<file path="src/rtl/led_trail_pwm.sv">
// Fading-trail LED driver: each strobed pattern bit loads full brightness, then
// decays one level per prescaler tick; levels drive PWM. Optional: LED_TRAIL_GAMMA_EN.
module led_trail_pwm #(
    parameter int unsigned LED_W = 10,
    parameter int unsigned LVL_W = 4,
    parameter int unsigned DEC_W = 20
) (
    input  logic             OSC_50m,
    input  logic             FPGA_RSTn,
    input  logic [LED_W-1:0] pat_i,
    input  logic             pat_vld_i,
    output logic [LED_W-1:0] USER_LED
);

    localparam int unsigned MAX_I = (1 << LVL_W) - 1;
    localparam logic [LVL_W-1:0] MAX = '1;

`ifdef LED_TRAIL_GAMMA_EN
    localparam int unsigned PWM_W = 2 * LVL_W;
    localparam logic [PWM_W-1:0] PWM_LAST = PWM_W'(MAX_I * MAX_I - 1);
`else
    localparam int unsigned PWM_W = LVL_W;
    localparam logic [PWM_W-1:0] PWM_LAST = PWM_W'(MAX_I - 1);
`endif

    logic                        rst_meta_q;
    logic                        rst_sync_q;
    logic                        rst_n_sync;

    logic [DEC_W-1:0]            dec_q;
    logic [DEC_W-1:0]            dec_d;
    logic                        dec_tick;

    logic [LED_W-1:0][LVL_W-1:0] lvl_q;
    logic [LED_W-1:0][LVL_W-1:0] lvl_d;

    logic [PWM_W-1:0]            pwm_q;
    logic [PWM_W-1:0]            pwm_d;
    logic [LED_W-1:0][PWM_W-1:0] duty;

    logic [LED_W-1:0]            led_q;
    logic [LED_W-1:0]            led_d;

    // Reset asserts asynchronously, releases two clocks after FPGA_RSTn rises.
    always_ff @(posedge OSC_50m or negedge FPGA_RSTn) begin
        if (!FPGA_RSTn) begin
            rst_meta_q <= 1'b0;
            rst_sync_q <= 1'b0;
        end else begin
            rst_meta_q <= 1'b1;
            rst_sync_q <= rst_meta_q;
        end
    end

    assign rst_n_sync = rst_sync_q;

    always_comb begin
        dec_d    = dec_q + DEC_W'(1);
        dec_tick = &dec_q;
    end

    // A load wins over a decrement for the same LED; clear pattern bits never clear a level.
    always_comb begin
        lvl_d = lvl_q;
        for (int unsigned i = 0; i < LED_W; i++) begin
            if (pat_vld_i && pat_i[i]) begin
                lvl_d[i] = MAX;
            end else if (dec_tick && (lvl_q[i] != '0)) begin
                lvl_d[i] = lvl_q[i] - LVL_W'(1);
            end
        end
    end

    always_comb begin
        pwm_d = (pwm_q == PWM_LAST) ? '0 : pwm_q + PWM_W'(1);
    end

    always_comb begin
        duty  = '0;
        led_d = '0;
        for (int unsigned i = 0; i < LED_W; i++) begin
`ifdef LED_TRAIL_GAMMA_EN
            duty[i] = PWM_W'(lvl_q[i]) * PWM_W'(lvl_q[i]);
`else
            duty[i] = lvl_q[i];
`endif
            led_d[i] = (duty[i] > pwm_q);
        end
    end

    always_ff @(posedge OSC_50m or negedge rst_n_sync) begin
        if (!rst_n_sync) begin
            dec_q <= '0;
            lvl_q <= '0;
            pwm_q <= '0;
            led_q <= '0;
        end else begin
            dec_q <= dec_d;
            lvl_q <= lvl_d;
            pwm_q <= pwm_d;
            led_q <= led_d;
        end
    end

    assign USER_LED = led_q;

endmodule
</file>
<file path="config.mk">
export PLATFORM = sky130hd
export DESIGN_NAME = led_trail_pwm
export DESIGN_NICKNAME = d
export VERILOG_FILES = /design/src/rtl/led_trail_pwm.sv
export SDC_FILE = /design/constraint.sdc
export NUM_CORES = 1
export LEC_CHECK = 0
export ABC_AREA = 1
export BUFFER_PORTS_ARGS = -buffer_cell sky130_fd_sc_hd__buf_2
export CORE_UTILIZATION = 40
export CTS_BUF_LIST = sky130_fd_sc_hd__clkbuf_8
export DETAILED_ROUTE_END_ITERATION = 16
export SLEW_MARGIN = 10
export SYNTH_ARGS = -nofsm -noshare
export SYNTH_HDL_FRONTEND = slang
export SYNTH_SLANG_ARGS = --single-unit
</file>
<file path="constraint.sdc">
create_clock -name OSC_50m -period 2.8 [get_ports OSC_50m]
set_input_delay 0.14 -clock OSC_50m [delete_from_list [all_inputs] [get_ports OSC_50m]]
set_output_delay 0.14 -clock OSC_50m [all_outputs]
set_load 0.02 [all_outputs]
</file>
==> run summary, run 1 <==
Synth Area in XOR/XNOR: 3.33%
commonest cells after routing, fill and taps aside: nand2_1 (142), inv_1 (83), dfrtp_1 (75)
Setup violations, final: 0
Rows: 39
first-pass GRT wire length: 17400 µm
count of cell types in the netlist: 31
Clock Latency Late Sink: 0.37 ns
First DRT Iteration DRCs: 174
most common cell after layout, fill and taps aside: nand2_1
Post-Syn Area per Cell: 8.19 µm²
global-route usage over all layers: 17.6%
Clock transition at path regs: 0.08 ns
Die Y: 111 µm
antenna-violating nets left: 0
pin count of the biggest net entering global routing: 75
Placer Congestion: 0.843
die area: 0.0123 mm²
share of cells above drive strength 1: 9.54%
unrepaired setup endpoints after global routing: false
Post-Place Cell Area: 0.00496 mm²
max-slew violation count: 0
clk buf depth: 2
skew final: 0.0119 ns
n_diodes: 0
post_cts resized: 0
grt ovf: 0
post-synth top area share: 40.2%
slew at the pin closest to its max-slew limit: 0.961 ns
fin crit share: 72.8%
Num CTS Buffers: 9
R2R Path End: duty[18]$_DFFE_PN0P_
max-capacitance violation count: 0
Compound-Gate Fraction of Synth Area: 4.92%
status: complete, no violations
initial antenna violation count: 0
Pwr Density: 433 mW/mm²
R2R Setup Slk: 0.76 ns
number of remaining DRC errors: 0
post-synthesis mux area share: 0%
reg-to-reg startpoint: dec_q[0]$_DFF_PN0_
Fin Hold WS: 0.0789 ns
filler cell count: 1111
TritonRoute pass-1 iters: 4
Initial Util: 41.2%
Synth area leaders: dfrtp_1 (40%), ha_1 (13%), nand2_1 (11%)
final wirelength: 9750 µm
total I/O pin count: 23
Worst Path Required: 3.11 ns
FMAX: 491 MHz
Critical Path Start: dec_q[0]$_DFF_PN0_
simple-gate share of the synthesized area: 29.9%
root buf cell: clkbuf_8
worst-case reg-to-reg path depth: 9
Post-Route Utilization: 45.1%
Max IR drop VDD: 0.000439 V
final period demand of the worst path: 2.04 ns
final worst setup slack: 0.762 ns
crit end category: flip-flop
setup TNS: 0 ns
Mapped Cells: 577
I/O Buffers: 22
worst relative slew slack: 36.0%
HPWL after DPL: 6710 µm
final net count: 667
Final Hold Vio Count: 0
flops & latches, synth: 76
largest family of logic cells by synthesized area: simple AND/OR/NAND/NOR gates
DP Worst Slack: 0.761 ns
Post-Syn Nets: 641
Crit Path Max Fanout: 41
sequential share of the synthesized area: 40.2%
leakage: 2.75 nW
area delta synth->final: 9.34%
fin area: 0.00517 mm²
htree depth: 3
CP Launch Type: flip-flop
largest area contributor in the netlist: dfrtp_1
DR vias: 3847
wire per inst: 13.0 µm
Hold Crit Class: in -> async
Synth Warn #: 0
CTS Sinks: 76
crit path kind: reg -> reg
vias in the first global route: 3866
Vias/cell: 5.12
core area: 0.0115 mm²
TritonCTS clock tree: done
DIE WIDTH: 111 µm
CP arrival: 2.35 ns
area share of fa/ha/maj cells after synthesis: 13.5%
Syn Std Cell Area: 0.00473 mm²
## routing by layer
metal	routed length [µm]	part of all wire, %	GRT usage (%)
met1	4490	46	21.1
met3	327	3.4	4.43
met5	0	0	0
met2	4760	49	30.3
met4	176	1.8	6.49
## kinds of logic (layout without fill, tap and decap cells)
family	after synthesis	in the layout
AOI/OAI and AO/OA	37	37
xor gates and xnor gates	18	18
adders and majority gates	51	51
buffers and inverters	92	123
DFF	76	76
other	1	1
and+or+nand+nor	302	302
## worst max-delay path, stage by stage (launching register included)
cell and delay, ns:
dfrtp_1 0.42, ha_1 0.22, nand2_2 0.09, nor2_4 0.13, nand2_4 0.10, nor2_8 0.49
nand3_2 0.20, nand2_1 0.19, nand2_1 0.07, nand2_1 0.06
## synth_stat cells
cell and instances:
nand2_2 4, nor2_1 31, o31ai_1 3, xor2_1 15, nor2_4 1, clkbuf_1 2, inv_1 83, conb_1 1
buf_2 2, ha_1 51, nand3_4 1, nand2_1 142, nor3_1 6, nor2_8 1, buf_8 1, xnor2_1 3
a32oi_1 8, buf_6 2, a22oi_1 2, nand4_1 37, o21bai_1 2, or2_2 5, nand2_4 1, nand3_1 67
o21ai_0 9, a21oi_1 13, nor2_2 2, nand3_2 3, nand3b_1 1, dfrtp_1 76, buf_4 2
## worst max path at each step
| stage | endpoint | slack (ns) | depth (start not counted) |
|---|---|---|---|
| 4_1_cts | duty[18]$_DFFE_PN0P_ | 0.74 | 9 |
| 3_5_place_dp | duty[18]$_DFFE_PN0P_ | 0.76 | 9 |
| 5_1_grt | duty[8]$_DFFE_PN0P_ | 0.56 | 9 |
| 2_1_floorplan | USER_LED[0]$_DFF_PN0_ | 0.53 | 0 |
| 6_report | duty[18]$_DFFE_PN0P_ | 0.76 | 9 |
| 3_3_place_gp | duty[19]$_DFFE_PN0P_ | 0.85 | 9 |
## report_power, final
| part | switching, mW | leakage (nW) | internal [mW] | total, mW |
|---|---|---|---|---|
| Clock | 0.442 | 0.0877 | 0.414 | 0.856 |
| Sequential | 0.0511 | 0.814 | 1.13 | 1.19 |
| Combinational | 0.117 | 1.85 | 0.0804 | 0.197 |
## stage by stage
stage               std cells  power, mW
global placement          734       1.40
global route              751       2.35
finish                    751       2.24
CTS                       751       2.28
detailed placement        734       1.41
floorplan                 577       1.34
## cell type report
class / count / area (µm²) / share of cell area [%]
inverters: 83 / 312 / 6.03
multi-input cells: 409 / 2440 / 47.3
well taps: 143 / 179 / 3.46
clock inverters: 7 / 77.6 / 1.50
flip-flops and latches: 76 / 1910 / 36.9
clock buffers: 9 / 124 / 2.40
repair buffers: 24 / 128 / 2.47
## timing repair
| action | in CTS | in global routing |
|---|---|---|
| hold buffers | 1 | 0 |
| hold endpoints to repair | 2 | 0 |
| setup buffers | 0 | 0 |
## flip-flops by register name, summed over array words and instances (netlist names)
signal,flops
rst_n_sync,1
USER_LED,10
dec_q,20
pwm_q,4
duty,40
rst_meta_q,1
Note: power is estimated with default switching activity, not from simulation.
==> inputs of run 2 (changes only) <==
==> constraint.sdc (replaced) <==
create_clock -name OSC_50m -period 2 [get_ports OSC_50m]
set_input_delay 0.1 -clock OSC_50m [delete_from_list [all_inputs] [get_ports OSC_50m]]
set_output_delay 0.1 -clock OSC_50m [all_outputs]
set_load 0.02 [all_outputs]
==> run 2 against run 1 <==
Worst hold slack got worse by 0.049 ns; routed wire length up 2.5%; critical path depth grew 1; core utilization up 1.1 points; sequential power rose by 38%; via count rose by 1.3%; first-iteration DRC count grew 17%; clock power rose by 64%; worst setup slack worse by 0.55 ns; die area unchanged; final area grew 2.4%.
==> run summary, run 2 (same netlist as run 1, synthesis figures left out) <==
share of cells above drive strength 1: 10.1% (was 9.54%)
Worst Path Required: 2.31 ns (was 3.11 ns)
I/O Buffers: 22 (unchanged)
pin count of the biggest net entering global routing: 45 (was 75)
grt ovf: 0 (unchanged)
vias in the first global route: 3950 (was 3866)
CTS Sinks: 76 (unchanged)
antenna-violating nets left: 0 (unchanged)
commonest cells after routing, fill and taps aside: nand2_1 (142), inv_1 (85), dfrtp_1 (75) (was nand2_1 (142), inv_1 (83), dfrtp_1 (75))
area delta synth->final: 12.0% (was 9.34%)
skew final: 0.0123 ns (was 0.0119 ns)
Setup violations, final: 0 (unchanged)
CP Launch Type: flip-flop (unchanged)
leakage: 2.84 nW (was 2.75 nW)
Max IR drop VDD: 0.000574 V (was 0.000439 V)
total I/O pin count: 23 (unchanged)
die area: 0.0123 mm² (unchanged)
DP Worst Slack: 0.214 ns (was 0.761 ns)
clk buf depth: 2 (unchanged)
Pwr Density: 631 mW/mm² (was 433 mW/mm²)
Vias/cell: 5.15 (was 5.12)
TritonRoute pass-1 iters: 5 (was 4)
core area: 0.0115 mm² (unchanged)
unrepaired setup endpoints after global routing: false (unchanged)
CP arrival: 2.10 ns (was 2.35 ns)
Die Y: 111 µm (unchanged)
Clock transition at path regs: 0.08 ns (about the same)
global-route usage over all layers: 17.8% (was 17.6%)
Initial Util: 41.2% (unchanged)
fin crit share: 89.6% (was 72.8%)
final net count: 673 (was 667)
DR vias: 3896 (was 3847)
Hold Crit Class: in -> reg (was in -> async)
most common cell after layout, fill and taps aside: nand2_1 (unchanged)
FMAX: 558 MHz (was 491 MHz)
setup TNS: 0 ns (unchanged)
max-capacitance violation count: 0 (unchanged)
Crit Path Max Fanout: 41 (unchanged)
max-slew violation count: 0 (unchanged)
TritonCTS clock tree: done (unchanged)
final wirelength: 9990 µm (was 9750 µm)
status: complete, no violations (unchanged)
Placer Congestion: 0.834 (was 0.843)
DIE WIDTH: 111 µm (unchanged)
crit path kind: reg -> reg (unchanged)
max reg flops: 40 (unchanged)
wire per inst: 13.2 µm (was 13.0 µm)
root buf cell: clkbuf_8 (unchanged)
first-pass GRT wire length: 17700 µm (was 17400 µm)
First DRT Iteration DRCs: 203 (was 174)
post_cts resized: 0 (unchanged)
htree depth: 3 (unchanged)
crit end category: flip-flop (unchanged)
Num CTS Buffers: 9 (unchanged)
final worst setup slack: 0.209 ns (was 0.762 ns)
Clock Latency Late Sink: 0.37 ns (about the same)
Rows: 39 (unchanged)
HPWL after DPL: 6960 µm (was 6710 µm)
initial antenna violation count: 0 (unchanged)
Post-Route Utilization: 46.2% (was 45.1%)
Final Hold Vio Count: 0 (unchanged)
number of remaining DRC errors: 0 (unchanged)
n_diodes: 0 (unchanged)
final period demand of the worst path: 1.79 ns (was 2.04 ns)
[run 2: critical path, stage by stage (launching register included)]
cell	delay, ns
dfrtp_1	0.41
ha_1	0.22
nand2_2	0.08
nor2_4	0.13
nand2_4	0.11
nor2_8	0.13
buf_12	0.22
nand3_2	0.14
nand2_1	0.15
nand2_1	0.08
nand2_1	0.06
[run 2: path summary, 6_finish.rpt]
kind	from	to	slack [ns]	cells past startpoint
max in group asynchronous	rst_n_sync$_DFF_PN0_	duty[30]$_DFFE_PN0P_	1.15	1
hold / removal	pat_i[9]	duty[36]$_DFFE_PN0P_	0.03	3
min in group asynchronous	FPGA_RSTn	rst_n_sync$_DFF_PN0_	0.05	2
setup reg to reg	dec_q[0]$_DFF_PN0_	duty[23]$_DFFE_PN0P_	0.21	10
hold reg to reg	rst_n_sync$_DFF_PN0_	dec_q[18]$_DFF_PN0_	0.26	0
setup / recovery	dec_q[0]$_DFF_PN0_	duty[23]$_DFFE_PN0P_	0.21	10
[run 2: metrics by stage]
| stage | cells | instance area (µm²) | power, mW | hold WS [ns] |
|---|---|---|---|---|
| 2_1_floorplan | 577 | 4730 | 1.87 | -0.196 |
| 3_3_place_gp | 740 | 5050 | 1.96 | -0.114 |
| 3_5_place_dp | 740 | 5050 | 1.97 | -0.113 |
| 4_1_cts | 757 | 5300 | 3.39 | 0.0128 |
| 5_1_grt | 757 | 5300 | 3.50 | 0.0388 |
| 6_report | 757 | 5300 | 3.34 | 0.0299 |
[run 2: cell type report]
cell class | count | area, µm²
Sequential cell | 76 | 1910
Fill cell | 1083 | 6170
Clock buffer | 9 | 124
Clock inverter | 7 | 108
Multi-Input combinational cell | 409 | 2440
Timing Repair Buffer | 30 | 223
Tap cell | 143 | 179
Inverter | 83 | 312
[run 2: routing by layer]
metal  GRT usage [%]  wire length (µm)
met2            31.0              4810
met5               0                 0
met1            21.7              4620
met3            3.99               428
met4            5.51               133
[run 2: power breakdown]
group | switching (mW) | internal, mW | total (mW)
Clock | 0.585 | 0.816 | 1.40
Combinational | 0.181 | 0.116 | 0.297
Sequential | 0.0526 | 1.59 | 1.64
[run 2: repair_timing]
action	in CTS	in global routing
hold buffers	1	0
setup endpoints to repair	0	0
buffers inserted	0	0
hold endpoints to repair	2	0
==> inputs of run 3 (changes only) <==
--- a/config.mk
+++ b/config.mk
@@ -7,9 +7,10 @@
 export LEC_CHECK = 0
 export ABC_AREA = 1
 export BUFFER_PORTS_ARGS = -buffer_cell sky130_fd_sc_hd__buf_2
-export CORE_UTILIZATION = 40
+export CORE_UTILIZATION = 60
 export CTS_BUF_LIST = sky130_fd_sc_hd__clkbuf_8
 export DETAILED_ROUTE_END_ITERATION = 16
+export PLACE_DENSITY = 0.78
 export SLEW_MARGIN = 10
 export SYNTH_ARGS = -nofsm -noshare
 export SYNTH_HDL_FRONTEND = slang
==> run 3 against run 2 <==
Final cell count decreased by 4.9%; power decreased by 9.9%; sequential power about the same; critical path type unchanged; largest cell class unchanged.
==> run summary, run 3 (same netlist as run 1, synthesis figures left out) <==
status: complete, no violations (unchanged)
Pwr Density: 578 mW/mm² (was 631 mW/mm²)
crit end category: flip-flop (unchanged)
Clock transition at path regs: 0.08 ns (about the same)
worst relative slew slack: 63.7%
Rows: 32 (was 39)
htree depth: 3 (unchanged)
skew final: 0.00641 ns (was 0.0123 ns)
max-slew violation count: 0 (unchanged)
Vias/cell: 5.45 (was 5.15)
core area: 0.00769 mm² (was 0.0115 mm²)
slew at the pin closest to its max-slew limit: 0.544 ns
share of cells above drive strength 1: 10.8% (was 10.1%)
Placed Instances: 703 (was 740)
CP arrival: 2.04 ns (was 2.10 ns)
final net count: 677 (was 673)
CTS Sinks: 76 (unchanged)
Setup violations, final: 0 (unchanged)
Worst Path Required: 2.22 ns (was 2.31 ns)
post_cts resized: 0 (unchanged)
CP Launch Type: flip-flop (unchanged)
final period demand of the worst path: 1.81 ns (was 1.79 ns)
setup TNS: 0 ns (unchanged)
Layout Cells excl Fill: 720 (was 757)
worst hold path startpoint: pat_i[1] (was pat_i[9])
First DRT Iteration DRCs: 240 (was 203)
R2R Setup Slk: 0.19 ns (was 0.21 ns)
filler cell count: 633 (was 1083)
DIE WIDTH: 90.8 µm (was 111 µm)
max reg flops: 40 (unchanged)
Crit Path Max Fanout: 36 (was 41)
unrepaired setup endpoints after global routing: false (unchanged)
fin area: 0.00521 mm² (was 0.00530 mm²)
Worst Hold Depth: 3 (unchanged)
Max IR drop VDD: 0.000414 V (was 0.000574 V)
root buf cell: clkbuf_8 (unchanged)
grt ovf: 0 (unchanged)
initial antenna violation count: 0 (unchanged)
max incr delay on CP: 0.42 ns (was 0.41 ns)
Placer Congestion: 0.807 (was 0.834)
Post-Place Cell Area: 0.00502 mm² (was 0.00505 mm²)
fin crit share: 90.7% (was 89.6%)
HPWL after DPL: 7400 µm (was 6960 µm)
total I/O pin count: 23 (unchanged)
number of remaining DRC errors: 0 (unchanged)
reg-to-reg startpoint: dec_q[0]$_DFF_PN0_ (unchanged)
worst-case reg-to-reg path depth: 9 (was 10)
Power Total: 3.01 mW (was 3.34 mW)
clk buf depth: 2 (unchanged)
area delta synth->final: 10.1% (was 12.0%)
Die Y: 90.8 µm (was 111 µm)
Clock Latency Late Sink: 0.35 ns (was 0.37 ns)
highest-delay cell along the critical path: dfrtp_1 (unchanged)
TritonCTS clock tree: done (unchanged)
TritonRoute pass-1 iters: 5 (unchanged)
final wirelength: 9800 µm (was 9990 µm)
I/O Buffers: 22 (unchanged)
DR vias: 3924 (was 3896)
most common cell after layout, fill and taps aside: nand2_1 (unchanged)
global-route usage over all layers: 26.3% (was 17.8%)
Num CTS Buffers: 9 (unchanged)
leakage: 2.82 nW (was 2.84 nW)
Critical Path Start: dec_q[0]$_DFF_PN0_ (unchanged)
Initial Util: 61.5% (was 41.2%)
max-capacitance violation count: 0 (unchanged)
Hold Crit Class: in -> reg (unchanged)
vias in the first global route: 4073 (was 3950)
wire per inst: 13.6 µm (was 13.2 µm)
crit path kind: reg -> reg (unchanged)
R2R Path End: duty[37]$_DFFE_PN0P_ (was duty[23]$_DFFE_PN0P_)
Final Hold Vio Count: 0 (unchanged)
commonest cells after routing, fill and taps aside: nand2_1 (142), inv_1 (84), dfrtp_1 (75) (was nand2_1 (142), inv_1 (85), dfrtp_1 (75))
n_diodes: 0 (unchanged)
first-pass GRT wire length: 17200 µm (was 17700 µm)
Fin Hold WS: 0.0419 ns (was 0.0299 ns)
die area: 0.00824 mm² (was 0.0123 mm²)
FMAX: 551 MHz (was 558 MHz)
Critical Path Most Common Cell: nand3_1 (was nand2_1)
Hold Path End: duty[4]$_DFFE_PN0P_ (was duty[36]$_DFFE_PN0P_)
pin count of the biggest net entering global routing: 41 (was 45)
crit-path cells: ha_1 > nand2_2 > nor2_4 > nand2_4 > nor2_8 > buf_12 > nand3_1 > nand2_1 > nand3_1 (was ha_1 > nand2_2 > nor2_4 > nand2_4 > nor2_8 > buf_12 > nand3_2 > nand2_1 > nand2_1 > nand2_1)
antenna-violating nets left: 0 (unchanged)
[run 3: changes by cell type in the layout (fill, tap and decap cells not counted), sizes merged]
cell,delta
inv,-1
clkbuf,+2
buf,+4
bufinv,-3
clkinvlp,+2
[run 3: worst max-delay path by stage]
stage / to / slack (ns) / cells past startpoint
2_1_floorplan: duty[38]$_DFFE_PN0P_ / 0.50 / 9
3_3_place_gp: duty[36]$_DFFE_PN0P_ / 0.32 / 9
3_5_place_dp: duty[37]$_DFFE_PN0P_ / 0.20 / 9
4_1_cts: duty[37]$_DFFE_PN0P_ / 0.18 / 9
5_1_grt: duty[37]$_DFFE_PN0P_ / 0.04 / 9
6_report: duty[37]$_DFFE_PN0P_ / 0.19 / 9
[run 3: report_power, final]
group | switching [mW] | internal, mW | total (mW)
combinational | 0.183 | 0.117 | 0.300
clock | 0.561 | 0.509 | 1.07
sequential | 0.0495 | 1.59 | 1.64
total | 0.793 | 2.21 | 3.01
[run 3: metrics by stage]
stage	worst slack [ns]	util [%]
2_1_floorplan	0.503	-
3_3_place_gp	0.319	65.3
3_5_place_dp	0.197	65.3
4_1_cts	0.176	67.7
5_1_grt	0.0407	67.7
6_report	0.185	67.7
[run 3: cell type report]
cell class                      instances  area (µm²)  area share, %
Clock buffer                           11         151           2.91
Multi-Input combinational cell        409        2440           46.9
Inverter                               83         312           5.98
Tap cell                              102         128           2.45
Timing Repair Buffer                   34         240           4.61
Clock inverter                          5        28.8          0.553
Sequential cell                        76        1900           36.5
[run 3: repair_timing]
| item | in CTS | in global routing |
|---|---|---|
| setup buffers | 0 | 0 |
| endpoints found under the hold margin | 2 | 0 |
| hold buffers | 1 | 0 |
[run 3: layer usage]
metal | vias to the layer above | GRT usage [%] | wire [µm]
met3 | 25 | 5.47 | 396
met2 | 74 | 46.3 | 4930
li1 | 1991 | - | -
met4 | 0 | 13.2 | 281
met5 | - | 0 | 0
met1 | 1834 | 30.2 | 4200
[run 3: worst max-delay path, delay by kind of cell (launching register included)]
family / cells / cell delay (ns)
fa+ha+maj: 1 / 0.22
buf+inv: 1 / 0.21
flops: 1 / 0.42
simple gates: 7 / 0.81
